## config.mk

```make
export PLATFORM = sky130hd
export DESIGN_NAME = obstacle_spawner_flat
export DESIGN_NICKNAME = d
export VERILOG_FILES = /design/src/rtl/obstacle_spawner_if.sv /design/src/rtl/obstacle_spawner.sv /design/src/flat_wrapper.sv
export SDC_FILE = /design/constraint.sdc
export NUM_CORES = 1
export LEC_CHECK = 0
export ABC_AREA = 1
export CAP_MARGIN = 15
export CORE_AREA = 10 10 151 118
export CTS_CLUSTER_DIAMETER = 200
export DETAILED_ROUTE_END_ITERATION = 8
export DIE_AREA = 0 0 161 128
export GPL_ROUTABILITY_DRIVEN = 1
export PLACE_DENSITY = 0.59
export SYNTH_ARGS = -nofsm -noshare
export SYNTH_HDL_FRONTEND = slang
export SYNTH_SLANG_ARGS = --single-unit
```

## constraint.sdc

```tcl
create_clock -name clk -period 4.21 [get_ports clk]
set_clock_uncertainty 0.15 [all_clocks]
set_input_delay 1.263 -clock clk [delete_from_list [all_inputs] [get_ports clk]]
set_output_delay 1.263 -clock clk [all_outputs]
set_load 0.03 [all_outputs]
```

## src/rtl/obstacle_spawner_if.sv

```systemverilog
// Bus between the obstacle spawner and its driver: game controls, LFSR/spawn
// inputs, and the slot/score outputs feeding the renderer and score display.
interface obstacle_spawner_if #(
  parameter int NSLOT = 4
);
  logic                 start;
  logic                 scroll_en;
  logic [9:0]           position;
  logic [9:0]           limit;
  logic [2:0]           rnd_state;
  logic [1:0]           player_lane;
  logic [NSLOT-1:0]     obs_valid;
  logic [2*NSLOT-1:0]   obs_lane;
  logic [10*NSLOT-1:0]  obs_x;
  logic                 running;
  logic                 game_over;
  logic                 overflow;
  logic [15:0]          score;

  modport master (
    output start, scroll_en, position, limit, rnd_state, player_lane,
    input  obs_valid, obs_lane, obs_x, running, game_over, overflow, score
  );

  modport slave (
    input  start, scroll_en, position, limit, rnd_state, player_lane,
    output obs_valid, obs_lane, obs_x, running, game_over, overflow, score
  );
endinterface

```

## src/rtl/obstacle_spawner.sv

```systemverilog
// Obstacle slot manager: spawns on LFSR ticks into free slots, scrolls them
// left, retires them into the score, and runs the IDLE/RUN/OVER game FSM.
module obstacle_spawner #(
  parameter int          NSLOT    = 4,
  parameter int          LANES    = 3,
  parameter logic [9:0]  X_START  = 10'd639,
  parameter logic [9:0]  SPEED    = 10'd2,
  parameter logic [9:0]  PLAYER_X = 10'd64,
  parameter logic [9:0]  PLAYER_W = 10'd16
) (
  input logic              clk,
  input logic              rst,
  obstacle_spawner_if.slave bus
);

  localparam int IW = (NSLOT > 1) ? $clog2(NSLOT) : 1;

  typedef enum logic [1:0] {IDLE, RUN, OVER} state_t;

  state_t           state;
  logic [NSLOT-1:0] valid_r;
  logic [1:0]       lane_r [NSLOT];
  logic [9:0]       x_r    [NSLOT];
  logic             running_r;
  logic             game_over_r;
  logic             overflow_r;
  logic [15:0]      score_r;

  logic             spawn_tick;
  logic             hit;
  logic             have_free;
  logic [IW-1:0]    free_idx;
  logic [2:0]       lane_mod;
  logic [1:0]       lane_new;
  logic [3:0]       retire_cnt;
  logic [16:0]      score_sum;

  always_comb begin
    spawn_tick = (bus.position == bus.limit);
    lane_mod   = bus.rnd_state % 3'(LANES);
    lane_new   = lane_mod[1:0];
    hit        = 1'b0;
    have_free  = 1'b0;
    free_idx   = '0;
    retire_cnt = '0;
    for (int unsigned i = 0; i < NSLOT; i++) begin
      if (valid_r[i] && (lane_r[i] == bus.player_lane) && (x_r[i] >= PLAYER_X) &&
          ({1'b0, x_r[i]} < ({1'b0, PLAYER_X} + {1'b0, PLAYER_W})))
        hit = 1'b1;
      if (!valid_r[i] && !have_free) begin
        have_free = 1'b1;
        free_idx  = IW'(i);
      end
      if (valid_r[i] && (x_r[i] < SPEED))
        retire_cnt = retire_cnt + 4'd1;
    end
    if (state != RUN)
      hit = 1'b0;
    score_sum = {1'b0, score_r} + 17'(retire_cnt);
  end

  always_ff @(posedge clk) begin
    if (rst) begin
      state       <= IDLE;
      valid_r     <= '0;
      running_r   <= 1'b0;
      game_over_r <= 1'b0;
      overflow_r  <= 1'b0;
      score_r     <= '0;
      for (int unsigned i = 0; i < NSLOT; i++) begin
        lane_r[i] <= '0;
        x_r[i]    <= '0;
      end
    end else begin
      unique case (state)
        IDLE, OVER: begin
          if (bus.start) begin
            state       <= RUN;
            running_r   <= 1'b1;
            game_over_r <= 1'b0;
            valid_r     <= '0;
            overflow_r  <= 1'b0;
            score_r     <= '0;
            for (int unsigned i = 0; i < NSLOT; i++) begin
              lane_r[i] <= '0;
              x_r[i]    <= '0;
            end
          end
        end
        RUN: begin
          if (hit) begin
            state       <= OVER;
            running_r   <= 1'b0;
            game_over_r <= 1'b1;
          end else begin
            if (bus.scroll_en) begin
              for (int unsigned i = 0; i < NSLOT; i++) begin
                if (valid_r[i]) begin
                  if (x_r[i] >= SPEED) begin
                    x_r[i] <= x_r[i] - SPEED;
                  end else begin
                    valid_r[i] <= 1'b0;
                    x_r[i]     <= '0;
                  end
                end
              end
              score_r <= score_sum[16] ? 16'hFFFF : score_sum[15:0];
            end
            // free_idx was invalid at cycle start, so the scroll loop never touches it
            if (spawn_tick) begin
              if (have_free) begin
                valid_r[free_idx] <= 1'b1;
                lane_r[free_idx]  <= lane_new;
                x_r[free_idx]     <= X_START;
              end else begin
                overflow_r <= 1'b1;
              end
            end
          end
        end
        default: state <= IDLE;
      endcase
    end
  end

  always_comb begin
    bus.obs_lane = '0;
    bus.obs_x    = '0;
    for (int unsigned i = 0; i < NSLOT; i++) begin
      bus.obs_lane[2*i +: 2] = lane_r[i];
      bus.obs_x[10*i +: 10]  = x_r[i];
    end
  end

  assign bus.obs_valid = valid_r;
  assign bus.running   = running_r;
  assign bus.game_over = game_over_r;
  assign bus.overflow  = overflow_r;
  assign bus.score     = score_r;

endmodule

```

## src/flat_wrapper.sv

```systemverilog
// flat-port wrapper written by rule: the top's interface ports become plain ports
module obstacle_spawner_flat 
#(
  parameter int          NSLOT    = 4,
  parameter int          LANES    = 3,
  parameter logic [9:0]  X_START  = 10'd639,
  parameter logic [9:0]  SPEED    = 10'd2,
  parameter logic [9:0]  PLAYER_X = 10'd64,
  parameter logic [9:0]  PLAYER_W = 10'd16
)
  (clk, rst, bus_start, bus_scroll_en, bus_position, bus_limit, bus_rnd_state, bus_player_lane, bus_obs_valid, bus_obs_lane, bus_obs_x, bus_running, bus_game_over, bus_overflow, bus_score);
  obstacle_spawner_if #(.NSLOT(NSLOT)) bus_i ();
  input logic clk;
  input logic rst;
  input wire logic [$bits(bus_i.start)-1:0] bus_start;
  input wire logic [$bits(bus_i.scroll_en)-1:0] bus_scroll_en;
  input wire logic [$bits(bus_i.position)-1:0] bus_position;
  input wire logic [$bits(bus_i.limit)-1:0] bus_limit;
  input wire logic [$bits(bus_i.rnd_state)-1:0] bus_rnd_state;
  input wire logic [$bits(bus_i.player_lane)-1:0] bus_player_lane;
  output wire logic [$bits(bus_i.obs_valid)-1:0] bus_obs_valid;
  output wire logic [$bits(bus_i.obs_lane)-1:0] bus_obs_lane;
  output wire logic [$bits(bus_i.obs_x)-1:0] bus_obs_x;
  output wire logic [$bits(bus_i.running)-1:0] bus_running;
  output wire logic [$bits(bus_i.game_over)-1:0] bus_game_over;
  output wire logic [$bits(bus_i.overflow)-1:0] bus_overflow;
  output wire logic [$bits(bus_i.score)-1:0] bus_score;
  assign bus_i.start = bus_start;
  assign bus_i.scroll_en = bus_scroll_en;
  assign bus_i.position = bus_position;
  assign bus_i.limit = bus_limit;
  assign bus_i.rnd_state = bus_rnd_state;
  assign bus_i.player_lane = bus_player_lane;
  assign bus_obs_valid = bus_i.obs_valid;
  assign bus_obs_lane = bus_i.obs_lane;
  assign bus_obs_x = bus_i.obs_x;
  assign bus_running = bus_i.running;
  assign bus_game_over = bus_i.game_over;
  assign bus_overflow = bus_i.overflow;
  assign bus_score = bus_i.score;
  obstacle_spawner #(.NSLOT(NSLOT), .LANES(LANES), .X_START(X_START), .SPEED(SPEED), .PLAYER_X(PLAYER_X), .PLAYER_W(PLAYER_W)) u_core (.clk(clk), .rst(rst), .bus(bus_i));
endmodule
```

==> flow_metrics.tcl, run 1 <==
set metrics [dict create \
    dp_hpwl_mm 11.1 \
    ant_nets 0 \
    critical_path.max_fanout 5 \
    vias 4978 \
    gp_congestion 0.858 \
    crit_path_start_kind "register" \
    fmax_ghz 0.254 \
    ys_warn_count 0 \
    die_w_um 161 \
    drt_pass1_iterations 6 \
    synth_xor_area_frac 0.0599 \
    reg2reg_to "u_core.bus.score[5]$_SDFFE_PP0P_" \
    synth_top_family_by_area "simple AND/OR/NAND/NOR gates" \
    wire_per_inst_um 13.6 \
    hold_class "reg -> reg" \
    hold_viol 0 \
    cp_slowest_cell "fa_1" \
    worstSkewPairLatency_ns 0.34 \
    crit_buf_inv 5 \
    gr-total-overflow 0 \
    yosysSeqAreaShare 0.310 \
    initial_core_util 0.333 \
    cts_hold_buf 0 \
    synth_seq_cells 73 \
    pwr_density_cell_nw_per_um2 244 \
    finalNonFillerCells 1062 \
    final-setup-viol-count 0 \
    status "completed" \
    dr.first_iter.drc_count 259 \
    cp-end-kind "register" \
    cp_common_cell "inv_1" \
    holdPathStages 2 \
    fillers 1582 \
    grt_setup_unrepaired "no" \
    viasPerCell 4.69 \
    period_needed_ns 3.94 \
    cap_violations 0 \
    min-delay-start "u_core.x_r[0][0]$_SDFFE_PP1P_" \
    syn_inst 735 \
    clkTransAtPathRegs_ns 0.06 \
    synth_top_area_frac 0.262 \
    antenna_cells 0 \
    grt_pass1_wl_mm 23.4 \
    multiInputGateArea_sq_um 3070 \
    wl_mm 14.4 \
    path_class "reg -> reg" \
    r2r-start "u_core.x_r[0][7]$_SDFFE_PP0P_" \
    io_pins 100 \
    crit_family "simple AND/OR/NAND/NOR gates" \
    synth_fa_ha_area_frac 0.0443 \
    power_mw 1.60 \
    cts_num_sinks 73 \
    seq_area_sq_um 1540 \
    synth_nets 781 \
    io_buffer_count 99 \
    grt_use_total 0.138 \
    mostFrequentLayoutCell "nand2_1" \
    num_rows 39 \
    cp_data_required_time_ns 4.33 \
    dieHeight_um 128 \
    avgSynthCellArea_sq_um 6.76 \
    nNetsFinal 898 \
    cts_root_buf "clkbuf_16" \
    core_area_sq_um 14900 \
    cp.arrival_ns 4.06 \
    grt_max_degree 28 \
    synthTopCellsByArea "dfxtp_1 (26%), nand2_1 (16%), nand3_1 (8.7%), nor2_1 (6.4%), inv_1 (5.7%)" \
    htreeDepth 3 \
    clk_path_buf_depth 2 \
    layout_common_cells "nand2_1 (217), clkdlybuf4s50_1 (99), nand3_1 (86)" \
    slew_viol_final 0 \
    synth.largest_area_cell "dfxtp_1" \
    route.detailed.drc 0 \
    fin_crit_sh 0.935 \
    die-area_sq_um 20600 \
    netlist_area_sq_um 4970 \
    crit_chain "nor2_1 -> nand3_1 -> nor2_1 -> nand2_1 -> inv_1 -> ha_1 -> or2_2 -> nand2_1 -> inv_1 -> ha_1 -> inv_1 -> o21ai_1 -> inv_1 -> fa_1 -> o21ai_2 -> nand2_1 -> nor2_4 -> nand3_4 -> buf_4 -> nand3_1 -> nand2_2 -> a21oi_2" \
    synth-compound-area-share 0.0521 \
    drive_gt1_frac 0.107 \
    synth.distinct_cells 48 \
    area_growth_pct 32.1 \
    r2r_setup_slack_ns 0.27 \
    cts_buffers 9 \
    ir_worst_vdd_v 0.000196 \
    antenna_found_initial 0 \
    leakage_nw 2.81 \
    hold-path-endpoint "u_core.x_r[0][0]$_SDFFE_PP1P_" \
    grt_pass1_vias 4635 \
    synthSimpleGateAreaFrac 0.451 \
    cts_tree "yes" \
    synth_mux_area_frac 0.00201 \
    critPathMaxStageDelay_ns 0.43 \
    numPlacedInstances 1044 \
    r2r_cells 22 \
]
## report_power, final
group / switching (mW) / internal, mW
Sequential: 0.00799 / 0.713
Clock: 0.299 / 0.392
Combinational: 0.121 / 0.0728
Total: 0.427 / 1.18
## worst reg2reg max path, delay by kind of cell, from the launching register on
family	cells	cell delay (ns)
and+or+nand+nor	11	1.58
adders and majority gates	3	0.93
AOI/OAI and AO/OA	3	0.46
buffers and inverters	5	0.40
DFF	1	0.35
## Yosys cell counts (all sizes together)
library cell and n:
clkbuf 5, inv 80, nor2 97, o21ai 13, a21boi 1, fa 1
o31ai 1, or2 8, o22ai 1, nand3 90, xor2 29, o21a 1
nand4 14, nor4 4, mux2i 1, dfxtp 65, ha 16, o211ai 1
conb 1, xnor2 5, buf 8, edfxtp 8, and3 1, a21oi 24
clkinv 1, nand2 233, nand3b 8, nor3 18
## per-layer routing
| layer | vias up | track usage | part of all wire |
|---|---|---|---|
| met3 | 8 | 0.0456 | 0.077 |
| met5 | - | 0 | 0 |
| met4 | 0 | 0.0384 | 0.010 |
| li1 | 2600 | - | - |
| met1 | 2234 | 0.191 | 0.51 |
| met2 | 136 | 0.199 | 0.40 |
## stage by stage
stage,hold slack (ns),cell area [sq um],utilization,TNS (ns),setup WS (ns)
after detailed placement,0.321,6260,0.419,-0.00865,-0.00791
after CTS,0.330,6520,0.437,0,0.0649
after global routing,0.363,6570,0.440,0,0.00958
after global placement,0.307,6260,0.419,0,0.0668
final,0.328,6570,0.440,0,0.272
after floorplan,0.327,4970,-,0,0.0919
## how the worst max path moves through the flow
| stage | start | end | slack (ns) | cells past startpoint |
|---|---|---|---|---|
| after detailed placement | u_core.x_r[1][2]$_SDFFE_PP1P_ | u_core.bus.score[8]$_SDFFE_PP0P_ | -0.008 | 21 |
| after global placement | u_core.x_r[1][2]$_SDFFE_PP1P_ | u_core.bus.score[8]$_SDFFE_PP0P_ | 0.07 | 21 |
| after floorplan | u_core.x_r[1][1]$_SDFFE_PP1P_ | u_core.bus.score[6]$_SDFFE_PP0P_ | 0.09 | 21 |
| final | u_core.x_r[0][7]$_SDFFE_PP0P_ | u_core.bus.score[5]$_SDFFE_PP0P_ | 0.27 | 22 |
| after CTS | u_core.x_r[1][2]$_SDFFE_PP1P_ | u_core.bus.score[8]$_SDFFE_PP0P_ | 0.06 | 21 |
| after global routing | u_core.x_r[0][5]$_SDFFE_PP1P_ | u_core.bus.score[8]$_SDFFE_PP0P_ | 0.01 | 21 |
## sequential cells by signal, indices dropped and copies added (netlist names)
name and count:
u_core.bus.game_over 1, u_core.bus.obs_valid 4, u_core.bus.overflow 1, u_core.bus.running 1, u_core.bus.score 16, u_core.lane_r 8
u_core.state 2, u_core.x_r 40
## cell families (layout without fill, tap and decap cells)
family,after synthesis,after routing
buffers and inverters,94,215
AND/OR/NAND/NOR,473,474
flip-flops,73,73
AO/OA/AOI/OAI,42,42
other,1,1
XOR/XNOR,34,34
adder cells (fa/ha/maj),17,17
multiplexers,1,1
## layout make-up
| cell class | count | share of cell area |
|---|---|---|
| Inverter | 81 | 0.0469 |
| Tap cell | 205 | 0.0391 |
| Clock inverter | 5 | 0.00343 |
| Timing Repair Buffer | 118 | 0.173 |
| Multi-Input combinational cell | 569 | 0.468 |
| Sequential cell | 73 | 0.235 |
| Clock buffer | 11 | 0.0354 |
## what timing repair did
action,CTS,global route
resized for setup,1,7
gates cloned,0,1
setup endpoints to repair,6,16
pin swaps,0,2
endpoints found under the hold margin,0,0
setup buffers,0,1
Note: power is estimated with default switching activity, not from simulation.
==> run 2, diff against run 1 <==
- SLEW_MARGIN: unset -> 10
==> results of run 2 <==
No change in the layout: final DEF, timing and power equal those of run 1.
